### src/rtl/pio_cmd_arbiter_if.sv
// Downstream actuator command bus: valid/ready with source channel and payload.
// The master holds chan/data stable while valid is high and ready is low.
interface pio_cmd_arbiter_if #(
  parameter int NCH   = 3,
  parameter int CMD_W = 32
);
  localparam int CW = (NCH > 1) ? $clog2(NCH) : 1;

  logic              cmd_valid_o;
  logic              cmd_ready_i;
  logic [CW-1:0]     cmd_chan_o;
  logic [CMD_W-2:0]  cmd_data_o;

  modport master (
    output cmd_valid_o,
    output cmd_chan_o,
    output cmd_data_o,
    input  cmd_ready_i
  );

  modport slave (
    input  cmd_valid_o,
    input  cmd_chan_o,
    input  cmd_data_o,
    output cmd_ready_i
  );
endinterface

### src/rtl/pio_cmd_arbiter.sv
// Round-robin arbiter of toggle-flagged PIO command channels onto one valid/ready bus.
// Toggle at edge N -> pending N+1 -> valid N+2; holds chan/data under backpressure, 1 cmd/cycle.
module pio_cmd_arbiter #(
  parameter int NCH   = 3,
  parameter int CMD_W = 32
) (
  input  logic                 clk_clk,
  input  logic                 reset_reset,
  input  logic [NCH*CMD_W-1:0] ch_cmd_i,
  input  logic                 ovf_clr_i,
  pio_cmd_arbiter_if.master    cmd_if,
  output logic [31:0]          status_o
);
  localparam int CW = (NCH > 1) ? $clog2(NCH) : 1;
  localparam int PW = CMD_W - 1;

  logic           armed_q;
  logic [NCH-1:0] prev_tog_q;
  logic [NCH-1:0] tog, evt;

  logic [NCH-1:0] pend_q, pend_d;
  logic [NCH-1:0] tag_q, tag_d;
  logic [NCH-1:0] ovf_q, ovf_d;
  logic [NCH-1:0] ack_q, ack_d;
  logic [PW-1:0]  pay_q [NCH];
  logic [PW-1:0]  pay_d [NCH];

  logic           out_vld_q, out_vld_d;
  logic [CW-1:0]  out_chan_q, out_chan_d;
  logic [PW-1:0]  out_data_q, out_data_d;
  logic           out_tag_q, out_tag_d;

  logic [CW-1:0]  last_q, last_d;
  logic           seen_q, seen_d;
  logic [31:0]    status_q, status_d;

  logic           gnt;
  logic           accept;
  logic [CW-1:0]  gnt_idx;

  always_comb begin
    for (int i = 0; i < NCH; i++) begin
      tog[i] = ch_cmd_i[i*CMD_W + CMD_W - 1];
      evt[i] = armed_q && (tog[i] != prev_tog_q[i]);
    end
  end

  // Search order starts just after the last granted channel.
  always_comb begin
    int            s;
    logic          found;
    logic [CW-1:0] cand;
    s       = 0;
    found   = 1'b0;
    cand    = '0;
    gnt_idx = '0;
    for (int k = 1; k <= NCH; k++) begin
      s = int'(last_q) + k;
      if (s >= NCH) s = s - NCH;
      cand = CW'(s);
      if (!found && pend_q[cand]) begin
        found   = 1'b1;
        gnt_idx = cand;
      end
    end
    accept = out_vld_q && cmd_if.cmd_ready_i;
    gnt    = found && (!out_vld_q || cmd_if.cmd_ready_i);
  end

  always_comb begin
    pend_d     = pend_q;
    tag_d      = tag_q;
    pay_d      = pay_q;
    ovf_d      = ovf_clr_i ? '0 : ovf_q;
    ack_d      = ack_q;
    out_vld_d  = out_vld_q;
    out_chan_d = out_chan_q;
    out_data_d = out_data_q;
    out_tag_d  = out_tag_q;
    last_d     = last_q;
    seen_d     = seen_q;

    if (accept) begin
      ack_d[out_chan_q] = out_tag_q;
      out_vld_d         = 1'b0;
    end

    if (gnt) begin
      out_vld_d       = 1'b1;
      out_chan_d      = gnt_idx;
      out_data_d      = pay_q[gnt_idx];
      out_tag_d       = tag_q[gnt_idx];
      pend_d[gnt_idx] = 1'b0;
      last_d          = gnt_idx;
      seen_d          = 1'b1;
    end

    // A new command landing on the channel being granted refills the slot without overflow.
    for (int i = 0; i < NCH; i++) begin
      if (evt[i]) begin
        if (pend_q[i] && !(gnt && (gnt_idx == CW'(i)))) ovf_d[i] = 1'b1;
        pend_d[i] = 1'b1;
        pay_d[i]  = ch_cmd_i[i*CMD_W +: PW];
        tag_d[i]  = tog[i];
      end
    end

    // Last-grant field reads 0 until the first grant, so an idle block reports all zeros.
    status_d                     = '0;
    status_d[NCH-1:0]            = ack_d;
    status_d[2*NCH-1:NCH]        = pend_d;
    status_d[3*NCH-1:2*NCH]      = ovf_d;
    status_d[3*NCH +: CW]        = seen_d ? last_d : '0;
    status_d[3*NCH + CW]         = out_vld_d;
  end

  always_ff @(posedge clk_clk) begin
    prev_tog_q <= tog;
    if (reset_reset) begin
      armed_q    <= 1'b0;
      pend_q     <= '0;
      tag_q      <= '0;
      ovf_q      <= '0;
      ack_q      <= '0;
      for (int i = 0; i < NCH; i++) pay_q[i] <= '0;
      out_vld_q  <= 1'b0;
      out_chan_q <= '0;
      out_data_q <= '0;
      out_tag_q  <= 1'b0;
      last_q     <= CW'(NCH - 1);
      seen_q     <= 1'b0;
      status_q   <= '0;
    end else begin
      armed_q    <= 1'b1;
      pend_q     <= pend_d;
      tag_q      <= tag_d;
      ovf_q      <= ovf_d;
      ack_q      <= ack_d;
      pay_q      <= pay_d;
      out_vld_q  <= out_vld_d;
      out_chan_q <= out_chan_d;
      out_data_q <= out_data_d;
      out_tag_q  <= out_tag_d;
      last_q     <= last_d;
      seen_q     <= seen_d;
      status_q   <= status_d;
    end
  end

  assign cmd_if.cmd_valid_o = out_vld_q;
  assign cmd_if.cmd_chan_o  = out_chan_q;
  assign cmd_if.cmd_data_o  = out_data_q;
  assign status_o           = status_q;
endmodule

### src/flat_wrapper.sv
// flat-port wrapper written by rule: the top's interface ports become plain ports
module pio_cmd_arbiter_flat 
#(
  parameter int NCH   = 3,
  parameter int CMD_W = 32
)
  (clk_clk, reset_reset, ch_cmd_i, ovf_clr_i, status_o, cmd_if_cmd_valid_o, cmd_if_cmd_chan_o, cmd_if_cmd_data_o, cmd_if_cmd_ready_i);
  pio_cmd_arbiter_if #(.NCH(NCH), .CMD_W(CMD_W)) cmd_if_i ();
  input  logic clk_clk;
  input  logic reset_reset;
  input  logic [NCH*CMD_W-1:0] ch_cmd_i;
  input  logic ovf_clr_i;
  output logic [31:0] status_o;
  output wire logic [$bits(cmd_if_i.cmd_valid_o)-1:0] cmd_if_cmd_valid_o;
  output wire logic [$bits(cmd_if_i.cmd_chan_o)-1:0] cmd_if_cmd_chan_o;
  output wire logic [$bits(cmd_if_i.cmd_data_o)-1:0] cmd_if_cmd_data_o;
  input wire logic [$bits(cmd_if_i.cmd_ready_i)-1:0] cmd_if_cmd_ready_i;
  assign cmd_if_cmd_valid_o = cmd_if_i.cmd_valid_o;
  assign cmd_if_cmd_chan_o = cmd_if_i.cmd_chan_o;
  assign cmd_if_cmd_data_o = cmd_if_i.cmd_data_o;
  assign cmd_if_i.cmd_ready_i = cmd_if_cmd_ready_i;
  pio_cmd_arbiter #(.NCH(NCH), .CMD_W(CMD_W)) u_core (.clk_clk(clk_clk), .reset_reset(reset_reset), .ch_cmd_i(ch_cmd_i), .ovf_clr_i(ovf_clr_i), .cmd_if(cmd_if_i), .status_o(status_o));
endmodule
### config.mk
export PLATFORM = sky130hd
export DESIGN_NAME = pio_cmd_arbiter_flat
export DESIGN_NICKNAME = d
export VERILOG_FILES = /design/src/rtl/pio_cmd_arbiter_if.sv /design/src/rtl/pio_cmd_arbiter.sv /design/src/flat_wrapper.sv
export SDC_FILE = /design/constraint.sdc
export NUM_CORES = 1
export LEC_CHECK = 0
export CORE_ASPECT_RATIO = 0.8
export CORE_MARGIN = 2
export CORE_UTILIZATION = 39
export CTS_BUF_LIST = sky130_fd_sc_hd__clkbuf_8
export DETAILED_ROUTE_END_ITERATION = 10
export GPL_TIMING_DRIVEN = 0
export PLACE_DENSITY = 0.66
export SLEW_MARGIN = 20
export SYNTH_ARGS = -nofsm -noshare
export SYNTH_HDL_FRONTEND = slang
export SYNTH_SLANG_ARGS = --single-unit
### constraint.sdc
create_clock -name clk_clk -period 2.6 [get_ports clk_clk]
set_input_delay 0.52 -clock clk_clk [delete_from_list [all_inputs] [get_ports clk_clk]]
set_output_delay 0.52 -clock clk_clk [all_outputs]
set_load 0.1 [all_outputs]
==> reports/results.tsv <==
metric	value	unit
initial drt markers	487	
layout cell share with drive strength beyond 1	13.5	%
Seq/Total Area, Yosys	45.9	%
mux cell area share after synthesis	0.712	%
Critical Path, Cell by Cell	clkdlybuf4s50_1	
clock buffer count from CTS	17	
DRC Markers	0	
Avg Cell Area, Syn	8.36	um^2
CP delay by family, top	buffers and inverters	
fillers	1569	
antenna viol nets, final	0	
path type of the worst min-delay path	flop to flop	
Final Max Slew Viols	0	
Max FO, Critical Path	5	
Buf/Inv on CP	1	
Worst Skew	0.0112	ns
CTS clk-pin slew, worst paths	0.08	ns
largest family of logic cells by synthesized area	compound AO/OA/AOI/OAI gates	
simple-gate share of the synthesized area	18.6	%
Worst EP required	2.08	ns
fin crit period	2.53	ns
power per cell area	855	nW/um^2
Post-CTS Repair Setup Buffers	0	
Via density	5.09	
Max-cap violations	0	
Ports	166	
DRT Wirelength	19.8	mm
predominant post-synthesis flop cell	dfxtp_1	
initial antenna violation count	0	
CP max stage delay	1.16	ns
vias in the first global route	5873	
setup ws final	0.0671	ns
setup violators final	0	
Die Y-Extent	120	um
CORE AREA	16400	um^2
Mapped Cells	778	
Hold Fails Final Rpt	0	
Post-synth EDFFs	0	
CTS tree	built	
Seq cells post-synth	149	
Synth Area in XOR/XNOR	0.539	%
clk sink count	149	
critical path class	flop to output port	
Die Wd	148	um
Fmax	395	MHz
Die ar.	17700	um^2
H-tree depth	4	
Wirelength per Cell	16.7	um
CP max stage cell	clkdlybuf4s50_1	
commonest non-fill, non-tap cell in the layout	nand2_1	
RSZ-0062 raised after global routing	no	
Synth Area in Compound Gates	26.2	%
area fraction of the dominant cell type after synthesis	45.9	%
initial core utilization	39.5	%
setup slack at placement	-0.0205	ns
Root Driver	clkbuf_8	
leakage	0.00330	uW
most frequent cells in the layout	243 x nand2_1, 149 x dfxtp_1, 140 x clkdlybuf4s50_1, 105 x a21oi_1, 40 x clkbuf_1	
Post-layout nets	1063	
total power	7480	uW
fraction of registers with async set/reset	0	%
# diodes	0	
drt pass-1 iters	7	
status	completed	
detailed placement HPWL	14.7	mm
worst skew pair latency	0.46	ns
Worst Tran Pin Value	1.03	ns
via count	6065	
Synth Area in Adders	0.577	%
Yosys top cell by area	dfxtp_1	
pin count of the biggest net entering global routing	17	
all-layer global routing usage	22.8	%
CTS Hold Bufs	0	
area delta synth->final	34.4	%
GRT overflow	0	
top cells by area, synth	dfxtp_1 46%, nand2_1 14%, a21oi_1 8.1%	
Tcrit/Tclk final	97.4	%
mapped cell area	6500	um^2
Bufs on Longest Clock Path	2	
Synth cell types	53	
CP Capture Type	output port	
peak supply drop	0.000402	V
global-route wire length before repair	30.9	mm
Slew HR	31.3	%
PortBufs	144	
startpoint types	flop	
global placer's final weighted congestion	0.834	
Yosys Warn Count	0	
Cell Rows	42	
CP arrival	2.01	ns
==> where the power goes <==
| part | internal, uW | total (uW) | switching (uW) |
|---|---|---|---|
| logic | 889 | 2880 | 1990 |
| registers | 2500 | 2660 | 162 |
| clock network | 1070 | 1940 | 865 |
| total | 4460 | 7480 | 3020 |
==> metrics by stage <==
stage / setup TNS [ns] / hold slack [ns] / std cells / cell area, um^2 / utilization (%)
finish: 0 / 0.457 / 1191 / 8750 / 53.2
global route: 0 / 0.473 / 1191 / 8750 / 53.2
CTS: 0 / 0.457 / 1191 / 8720 / 53.0
detailed placement: -0.176 / 0.441 / 1161 / 8290 / 50.4
global placement: -0.0159 / 0.437 / 1161 / 8290 / 50.4
floorplan: 0 / 0.434 / 797 / 6580 / -
==> state kept, by name (all words and copies together), names as in the netlist <==
signal and flops:
u_core.tag_q 3, u_core.seen_q 1, u_core.last_q 2, u_core.cmd_if.cmd_chan_o 2, u_core.armed_q 1, u_core.prev_tog_q 3, u_core.status_o 12, u_core.out_tag_q 1
u_core.cmd_if.cmd_data_o 31, u_core.pay_q 93
==> per-layer routing <==
metal	track usage, %	wire length (um)	vias to the layer above
li1	-	-	2985
met1	32.7	9390	2848
met2	35.0	8800	217
met3	4.90	1460	15
met4	5.83	188	0
met5	0	0	-
==> path summary, 6_finish.rpt <==
check	from	end	slack, ns	cells past startpoint
setup / recovery	u_core.status_o[11]	cmd_if_cmd_valid_o	0.07	1
hold / removal	u_core.pay_q[59]	u_core.pay_q[59]	0.46	2
setup reg to reg	u_core.last_q[0]	u_core.cmd_if.cmd_data_o[19]	0.16	10
hold reg to reg	u_core.pay_q[59]	u_core.pay_q[59]	0.46	2
==> logic make-up (layout without fill, tap and decap cells) <==
group	count (synthesis)	count (layout)
simple gates	300	300
compound gates	230	230
flops	149	149
buf+inv	87	261
xor+xnor	4	4
mux	4	4
fa+ha+maj	3	3
other cells	1	20
==> tightest hold or removal path, cell delays in order, from the launching register on <==
cell and delay (ns):
dfxtp_1 0.31, nand2_1 0.05, a21oi_1 0.05
==> final cells by class <==
type	instances	area (um^2)	area share (%)
well taps	220	275	3.15
clock inverters	11	159	1.82
plain buffers	82	477	5.45
multi-input cells	561	3130	35.8
repair buffers	144	1440	16.5
clock buffers	19	262	2.99
flip-flops and latches	149	2980	34.1
inverters	5	18.8	0.215
==> timing repair <==
action | in CTS | in global routing
pin swaps | 0 | 1
resized for setup | 5 | 9
endpoints found under the setup margin | 23 | 31
==> cells in the mapped netlist (all sizes together) (3+ instances only) <==
cell	n
a21oi	117
inv	5
dfxtp	149
o21ai	33
nand3	4
nand2	245
a221oi	13
clkbuf	41
nor2	27
nand2b	6
ha	3
and2	4
buf	41
nor2b	5
a22oi	20
a32oi	21
a221o	12
xor2	4
Note: power is estimated with default switching activity, not from simulation.
